--- src/rtl/matrix_mult_tile_acc.sv ---
// Tiled I(MxK) * W(KxN) engine: one output row per cycle, accumulated over tile_num
// tiles in a row-wide accumulator RAM, then rounded/shifted/ReLU'd/saturated and streamed.
module matrix_mult_tile_acc #(
  parameter int M      = 4,
  parameter int K      = 3,
  parameter int N      = 3,
  parameter int DATA_W = 8,
  parameter int ACC_W  = 32,
  parameter int OUT_W  = 16,
  parameter int SHIFT  = 0,
  parameter int TILE_W = 4
) (
  input  logic                       clk,
  input  logic                       rst,
  input  logic                       w_we,
  input  logic [$clog2(K*N)-1:0]     w_addr,
  input  logic signed [DATA_W-1:0]   w_din,
  input  logic                       fm_we,
  input  logic [$clog2(M*K)-1:0]     fm_addr,
  input  logic signed [DATA_W-1:0]   fm_din,
  input  logic [TILE_W-1:0]          tile_num,
  input  logic                       relu_en,
  input  logic                       start,
  input  logic                       clear,
  output logic                       busy,
  output logic                       tile_done,
  output logic                       out_valid,
  input  logic                       out_ready,
  output logic signed [OUT_W-1:0]    out_data,
  output logic                       out_last
);

  localparam int WA_W   = $clog2(K*N);
  localparam int FA_W   = $clog2(M*K);
  localparam int ROW_W  = (M > 1) ? $clog2(M) : 1;
  localparam int COL_W  = (N > 1) ? $clog2(N) : 1;
  localparam int PROD_W = 2*DATA_W;

  localparam logic signed [ACC_W:0] OUT_MAX =
    $signed({{(ACC_W-OUT_W+2){1'b0}}, {(OUT_W-1){1'b1}}});
  localparam logic signed [ACC_W:0] OUT_MIN = ~OUT_MAX;

  typedef enum logic [1:0] {IDLE, COMPUTE, OUTPUT} state_t;

  state_t            state_reg, state_next;
  logic [TILE_W-1:0] tile_cnt_reg, tile_cnt_next;
  logic [TILE_W-1:0] tile_tot_reg, tile_tot_next;
  logic              relu_reg, relu_next;
  logic              issue_en_reg, issue_en_next;
  logic [ROW_W-1:0]  issue_row_reg, issue_row_next;
  logic [ROW_W-1:0]  out_row_reg, out_row_next;
  logic [COL_W-1:0]  out_col_reg, out_col_next;

  logic              s0_valid_reg, s1_valid_reg;
  logic [ROW_W-1:0]  s0_row_reg, s1_row_reg;

  logic signed [DATA_W-1:0] w_mem [K*N];
  logic signed [DATA_W-1:0] fm_mem [M*K];
  logic signed [DATA_W-1:0] fm_row_reg [K];
  logic signed [PROD_W-1:0] prod_reg [K][N];

  logic [N*ACC_W-1:0] acc_mem [M];
  logic [N*ACC_W-1:0] acc_rd_reg;
  logic [N*ACC_W-1:0] acc_wr_row;
  logic [ROW_W-1:0]   acc_rd_addr;

  logic start_acc, last_row_done, last_tile, out_hs, out_end, out_row_last, out_col_last;

  assign start_acc     = (state_reg == IDLE) && start && !clear;
  assign last_row_done = s1_valid_reg && (s1_row_reg == ROW_W'(M-1));
  assign last_tile     = ({1'b0, tile_cnt_reg} + (TILE_W+1)'(1)) == {1'b0, tile_tot_reg};
  assign out_row_last  = (out_row_reg == ROW_W'(M-1));
  assign out_col_last  = (out_col_reg == COL_W'(N-1));
  assign out_hs        = (state_reg == OUTPUT) && out_ready;
  assign out_end       = out_hs && out_row_last && out_col_last;

  // State, counters and pipeline valids
  always_ff @(posedge clk or posedge rst) begin
    if (rst) begin
      state_reg     <= IDLE;
      tile_cnt_reg  <= '0;
      tile_tot_reg  <= TILE_W'(1);
      relu_reg      <= 1'b0;
      issue_en_reg  <= 1'b0;
      issue_row_reg <= '0;
      out_row_reg   <= '0;
      out_col_reg   <= '0;
      s0_valid_reg  <= 1'b0;
      s1_valid_reg  <= 1'b0;
      s0_row_reg    <= '0;
      s1_row_reg    <= '0;
    end else begin
      state_reg     <= state_next;
      tile_cnt_reg  <= tile_cnt_next;
      tile_tot_reg  <= tile_tot_next;
      relu_reg      <= relu_next;
      issue_en_reg  <= issue_en_next;
      issue_row_reg <= issue_row_next;
      out_row_reg   <= out_row_next;
      out_col_reg   <= out_col_next;
      s0_valid_reg  <= issue_en_reg && !clear;
      s1_valid_reg  <= s0_valid_reg && !clear;
      s0_row_reg    <= issue_row_reg;
      s1_row_reg    <= s0_row_reg;
    end
  end

  always_comb begin
    state_next = state_reg;
    if (clear) begin
      state_next = IDLE;
    end else begin
      case (state_reg)
        IDLE:    if (start) state_next = COMPUTE;
        COMPUTE: if (last_row_done) state_next = last_tile ? OUTPUT : IDLE;
        OUTPUT:  if (out_end) state_next = IDLE;
        default: state_next = IDLE;
      endcase
    end
  end

  always_comb begin
    tile_cnt_next  = tile_cnt_reg;
    tile_tot_next  = tile_tot_reg;
    relu_next      = relu_reg;
    issue_en_next  = issue_en_reg;
    issue_row_next = issue_row_reg;
    out_row_next   = out_row_reg;
    out_col_next   = out_col_reg;
    if (clear) begin
      tile_cnt_next  = '0;
      issue_en_next  = 1'b0;
      issue_row_next = '0;
      out_row_next   = '0;
      out_col_next   = '0;
    end else begin
      if (start_acc) begin
        issue_en_next  = 1'b1;
        issue_row_next = '0;
        // Job parameters are latched only on the first tile of a job
        if (tile_cnt_reg == '0) begin
          tile_tot_next = (tile_num == '0) ? TILE_W'(1) : tile_num;
          relu_next     = relu_en;
        end
      end
      if (issue_en_reg) begin
        if (issue_row_reg == ROW_W'(M-1)) begin
          issue_en_next  = 1'b0;
          issue_row_next = '0;
        end else begin
          issue_row_next = issue_row_reg + ROW_W'(1);
        end
      end
      if (last_row_done) tile_cnt_next = tile_cnt_reg + TILE_W'(1);
      if (out_hs) begin
        if (out_col_last) begin
          out_col_next = '0;
          out_row_next = out_row_last ? '0 : out_row_reg + ROW_W'(1);
        end else begin
          out_col_next = out_col_reg + COL_W'(1);
        end
      end
      if (out_end) tile_cnt_next = '0;
    end
  end

  // Operand buffers: writable only while idle
  always_ff @(posedge clk) begin
    if (w_we && state_reg == IDLE && ({1'b0, w_addr} < (WA_W+1)'(K*N)))
      w_mem[w_addr] <= w_din;
    if (fm_we && state_reg == IDLE && ({1'b0, fm_addr} < (FA_W+1)'(M*K)))
      fm_mem[fm_addr] <= fm_din;
  end

  // Stage 0: feature row read; stage 1: K*N products
  always_ff @(posedge clk) begin
    for (int k = 0; k < K; k++) begin
      fm_row_reg[k] <= fm_mem[FA_W'(int'(issue_row_reg) * K + k)];
      for (int n = 0; n < N; n++)
        prod_reg[k][n] <= fm_row_reg[k] * w_mem[WA_W'(k * N + n)];
    end
  end

  // Stage 2: reduce over k and accumulate (first tile overwrites stale contents)
  genvar gi;
  generate
    for (gi = 0; gi < N; gi++) begin : g_col_sum
      logic signed [ACC_W-1:0] col_sum;
      always_comb begin
        col_sum = '0;
        for (int k = 0; k < K; k++)
          col_sum = col_sum + {{(ACC_W-PROD_W){prod_reg[k][gi][PROD_W-1]}}, prod_reg[k][gi]};
      end
      assign acc_wr_row[gi*ACC_W +: ACC_W] = (tile_cnt_reg == '0) ? col_sum
                                             : acc_rd_reg[gi*ACC_W +: ACC_W] + col_sum;
    end
  endgenerate

  always_comb begin
    if (s0_valid_reg)
      acc_rd_addr = s0_row_reg;
    else if (out_hs && out_col_last)
      acc_rd_addr = out_row_next;
    else
      acc_rd_addr = out_row_reg;
  end

  always_ff @(posedge clk) begin
    if (s1_valid_reg) acc_mem[s1_row_reg] <= acc_wr_row;
    // Write-first so a same-row read sees the fresh sum (matters when M == 1)
    if (s1_valid_reg && s1_row_reg == acc_rd_addr)
      acc_rd_reg <= acc_wr_row;
    else
      acc_rd_reg <= acc_mem[acc_rd_addr];
  end

  // Readout post-processing: round/shift, ReLU, saturate
  logic signed [ACC_W-1:0] acc_sel;
  logic signed [ACC_W:0]   acc_shift, acc_post;
  logic signed [OUT_W-1:0] sat_val;

  assign acc_sel = acc_rd_reg[int'(out_col_reg)*ACC_W +: ACC_W];

  generate
    if (SHIFT > 0) begin : g_round
      localparam logic signed [ACC_W:0] HALF = (ACC_W+1)'(1) <<< (SHIFT-1);
      logic signed [ACC_W:0] acc_rnd;
      assign acc_rnd   = $signed({acc_sel[ACC_W-1], acc_sel}) + HALF;
      assign acc_shift = acc_rnd >>> SHIFT;
    end else begin : g_noround
      assign acc_shift = $signed({acc_sel[ACC_W-1], acc_sel});
    end
  endgenerate

  always_comb begin
    acc_post = (relu_reg && acc_shift[ACC_W]) ? '0 : acc_shift;
    if (acc_post > OUT_MAX)
      sat_val = OUT_MAX[OUT_W-1:0];
    else if (acc_post < OUT_MIN)
      sat_val = OUT_MIN[OUT_W-1:0];
    else
      sat_val = acc_post[OUT_W-1:0];
  end

  always_comb begin
    busy      = (state_reg == COMPUTE);
    tile_done = last_row_done && !clear;
    out_valid = (state_reg == OUTPUT);
    out_last  = out_valid && out_row_last && out_col_last;
    out_data  = out_valid ? sat_val : '0;
  end

endmodule

--- config.mk ---
export PLATFORM = sky130hd
export DESIGN_NAME = matrix_mult_tile_acc
export DESIGN_NICKNAME = d
export VERILOG_FILES = /design/src/rtl/matrix_mult_tile_acc.sv
export SDC_FILE = /design/constraint.sdc
export NUM_CORES = 2
export LEC_CHECK = 0
export BUFFER_PORTS_ARGS = -buffer_cell sky130_fd_sc_hd__clkbuf_2
export CAP_MARGIN = 10
export CORE_ASPECT_RATIO = 1.25
export CORE_MARGIN = 2
export CORE_UTILIZATION = 55
export CTS_CLUSTER_DIAMETER = 120
export DETAILED_ROUTE_END_ITERATION = 8
export HOLD_SLACK_MARGIN = 0.03
export PLACE_DENSITY = 0.71
export RECOVER_POWER = 100
export SYNTH_ARGS = -nofsm -noshare
export SYNTH_HDL_FRONTEND = slang
export SYNTH_SLANG_ARGS = --single-unit
--- constraint.sdc ---
create_clock -name clk -period 11.7 [get_ports clk]
set_input_delay 2.34 -clock clk [delete_from_list [all_inputs] [get_ports clk]]
set_output_delay 2.34 -clock clk [all_outputs]
set_load 0.1 [all_outputs]
# After elaboration in Yosys (flattened, before gate mapping)
# Memory sizes are Yosys's and may differ from the RTL's. A register that Yosys moved wholly into a read port is not among the register bits.
# Index checks and enable logic that the tools add are counted.
# word_totals
register_bits	24
mem_bits_rw	720
in_bits	36
out_inout_bits	20
wordCells	125
n_memories	5
# classes
addsub	16
n_mul	10
n_lt_le_gt_ge	4
n_eq_ne	10
shift	1
muxes	40
bitwise_logic	1
reduce_logical	26
# mem_list
name	words	width	read_ports	rd_clocked_by_memory_dff	wr	line_no	text
acc_mem	4	96	1	1	1	62	logic [N*ACC_W-1:0] acc_mem [M];
prod_reg	3	48	3	0	3	60	logic signed [PROD_W-1:0] prod_reg [K][N];
fm_mem	12	8	3	0	1	58	logic signed [DATA_W-1:0] fm_mem [M*K];
w_mem	9	8	9	0	1	57	logic signed [DATA_W-1:0] w_mem [K*N];
fm_row_reg	3	8	3	0	3	59	logic signed [DATA_W-1:0] fm_row_reg [K];
# ops
op	count
$mul A8 B8 Y16	9
$add A32 B32 Y32	3
$mux W32	3
$shiftx A96 B8 Y32	1
$add A17 B16 Y18	3
$add A16 B16 Y17	3
$mux W16	3
$mux W2	18
$gt A33 B16 Y1 const B	1
$lt A33 B16 Y1 const B	1
$mux W33	1
$logic_and A1 B1 Y1	17
$mux W4	4
$eq A2 B2 Y1 const B	5
$mux W1	10
$add A4 B2 Y4 const B	2
$logic_not A4 Y1	2
$lt A4 B4 Y1 const B	2
$add A2 B1 Y2 const B	3
$ne A3 B2 Y1 const B	2
$pmux W2 S3	1
$reduce_and A3 Y1	2
$reduce_bool A3 Y1	2
$add A4 B1 Y5 const B	1
other kinds (9)	9

# Logic depth before layout (Yosys ltp)
# logic_depth
word_depth	7
mapped_depth	24
depth_no_buf	23

# Least setup slack after synthesis
# No wires, ideal clock.
# synth_timing
path_type	register to register
start	reg s1_row_reg[1]
end	mem acc_mem[0][0] (netlist name) (enable)
setup_time_ps	687
t_arrival_ps	7374
required_ps	11013
setup_slack_ps	3638
stages_incl_launch_ff	2
n_path_buf	0
period_less_slack_ps	8062
cell_sequence	dfrtp_1 > nor3b_1
# synth_rtl
item	line_no	text
start: declaration	55	logic [ROW_W-1:0] s0_row_reg, s1_row_reg;
start signal: assignment	104	s1_row_reg <= s0_row_reg;
end: declaration	62	
# No word-level cell before the write port.

==> impl_metrics.toml <==
[run_status]
outcome = "complete, but fails checks"
violations = "max-capacitance violations, max-slew violations"

[synthesis]
syn_avg_cell_area_um2 = 11.54
yosysSeqAreaShare = 0.3616
ys_types = 77
yosysWarnings = 0
synth_cells = 4930
synthesis.area_um2 = 56910
synth_top_area_share = 0.2913
ys_ff_latch = 746
syn_nets = 5946
synth_edf_count = 552
synth_area_leaders = "edfxtp_1, fa_1, ha_1"
synthArstFlopShare = 0.03217
synthFlopType = "edfxtp_1"
yosysTopAreaCell = "edfxtp_1"

[clocking]
post_cts_resized = 0
cts_tree = "yes"
clk_pin_slew_worst_paths_ns = 0.06
cts-buffers-inserted = 80
clk_latency_ns = 0.67
clock_sinks = 746
cts_hold_buf = 0
root_buffer = "clkbuf_16"
htree_levels = 3
post-cts-setup-buffer-count = 0
cts_buffer_depth = 3

[sta]
fmax_mhz = 109.9
maxSlewViolCount = 511
rsz0062_at_grt = "false"
clock_skew_ns = 0.02988
maxSlewHeadroom = -1.841
tightest_slew_ns = 4.261
final-hold-violation-count = 0
post-route-period-util = 0.7775
min_period_ns = 9.097
setup_viol_count_final = 0
fin_setup_tns_ns = 0

[cells_and_area]
area_growth_syn_to_layout_pct = 7.464
drive_gt1_frac = 0.07651
largest_register_ffs = 384
num-nets-final = 5995

[setup_path]
cpPeakStageDelay_ns = 1.58
critPathLaunchType = "register"
cp_slowest_cell = "dfxtp_1"
cp-end-kind = "primary output"
arrival_ns = 6.76
worstPathRequired_ns = 9.36
path_cells = "buf_4 -> mux4_2 -> mux2i_1 -> o21ai_0 -> nand3_1 -> nor3_1 -> nand4b_1 -> a21oi_1 -> a21o_1 -> clkbuf_1"
critPathTopFamily = "buffers and inverters"
critPathBufInv = 2
worstPathMaxFanout = 62
critPathKind = "reg -> out"

[route]
drc_errors = 0
drtPass1Iterations = 5
wl_per_cell_um = 20.45
wl_met1_um = 51310
post_drt_via_cell_ratio = 5.691
wl_met2_um = 66420
drt_wl_total_um = 130400
first_iter_violations = 2339
drt.antenna.violating_nets = 0
routed.top_layer = "met4"
vias = 36290
wl_met3_um = 6845

[floorplan]
dieArea_um2 = 106100
die_y_um = 363.6
io_pins = 56
initial_core_util = 0.5564
die_x_um = 291.7
rows = 131
core_um2 = 102300

[global_routing]
antenna_found_initial = 3
grt_max_degree = 97
overflow = 0
grt_pass1_vias = 38590
grt_pass1_wl_um = 208400
grt_usage = 0.2532

[flow_run]
drv_cap = 14

[place]
portBuffers = 55
hpwl_um = 96050
gp_congestion = 0.9147

[min_path]
hold_path.class = "reg -> reg"
[worst register-to-register path, stage by stage, from the launching register on]
cell and delay (ns):
dfxtp_1 0.32, inv_1 0.05, fa_1 0.52, inv_1 0.04
ha_1 0.21, fa_1 0.48, a21o_1 0.20, a21oi_1 0.26
o211ai_1 0.19, a311o_1 0.37, o31a_1 0.27, and3_1 0.18
o22ai_1 0.11, clkbuf_1 0.96, ha_1 0.45, nor3_1 0.25
nor3_1 0.08, a221oi_1 0.32, a2bb2oi_1 0.19, nand3b_1 0.15
o311ai_0 0.44, nand3_1 0.16, o311ai_0 0.43, xor2_1 0.18
[layout make-up]
type,instances,area [um2]
repair buffers,97,504.2
multi-input cells,3320,33020
flip-flops and latches,746,20590
diodes,1,2.502
clock buffers,100,2223
inverters,734,2756
fillers,8336,41120
well taps,1330,1664
clock inverters,48,399.1
[final timing paths]
kind	start	endpoint	slack [ns]	cells past startpoint
worst max-delay path	register	out_data[4]	2.60	10
worst min-delay path	s0_row_reg[1]	s1_row_reg[1]	0.37	0
worst max register to register	prod_reg[2][1]	acc_mem[1][95]	4.56	23
worst min register to register	s0_row_reg[1]	s1_row_reg[1]	0.37	0
max in group asynchronous	rst	out_col_reg[0]	9.06	2
min in group asynchronous	rst	state_reg[0]	1.92	2
[per-layer routing]
metal  GRT usage  vias to the layer above
met4      0.1111                        0
met5           0                        -
li1            -                    16780
met2      0.4489                     1029
met3     0.03347                      271
met1      0.3104                    18210
[stage by stage]
step	hold WS [ns]	setup WS [ns]	cells	cell area, um2	util
3_5_place_dp	0.3581	5.031	6227	58720	0.5741
3_3_place_gp	0.3563	5.050	6226	58710	0.5740
6_report	0.3737	2.603	6376	61160	0.5980
2_1_floorplan	0.3486	3.638	4930	56910	-
5_1_grt	0.3795	2.056	6375	61160	0.5979
4_1_cts	0.3717	4.234	6375	61340	0.5997
[Yosys cell counts (14+ instances only)]
cell type,number
mux2_2,38
and2_1,355
and3_1,14
o21a_1,25
a21o_1,74
nor2b_1,25
nor2_1,239
buf_2,17
xnor2_1,180
nand3_1,34
a21oi_1,161
nor3_1,52
ha_1,431
mux4_2,160
nand2b_1,74
o31ai_1,17
inv_1,734
nand2_1,357
a21boi_0,40
dfxtp_1,170
xor2_1,63
dfrtp_1,23
o21bai_1,14
o211ai_1,15
edfxtp_1,552
mux2i_1,36
clkbuf_1,96
o21ai_0,203
o41ai_1,14
fa_1,549
a211oi_1,20
[cell usage in the layout, fill, tap and decap left out, types with 36 or more instances in the layout]
cell and count:
inv_1 733, edfxtp_1 552, fa_1 549, ha_1 431
nand2_1 356, and2_1 332, nor2_1 238, o21ai_0 204
xnor2_1 179, dfxtp_1 169, a21oi_1 162, mux4_2 160
clkbuf_16 85, nand2b_1 74, a21o_1 74, xor2_1 63
clkbuf_1 62, nor3_1 52, a21boi_0 40, mux2i_1 36
[kinds of logic after synthesis]
kind of cell / share of synthesized area
compound gates: 0.07317
xor+xnor: 0.03740
fa+ha+maj: 0.2879
buf+inv: 0.05776
flops: 0.3616
mux: 0.07717
simple gates: 0.1050
Power is left out: the tool's default activity adds up to more than one toggle a clock period on the data nets, which glitch-free logic cannot reach.
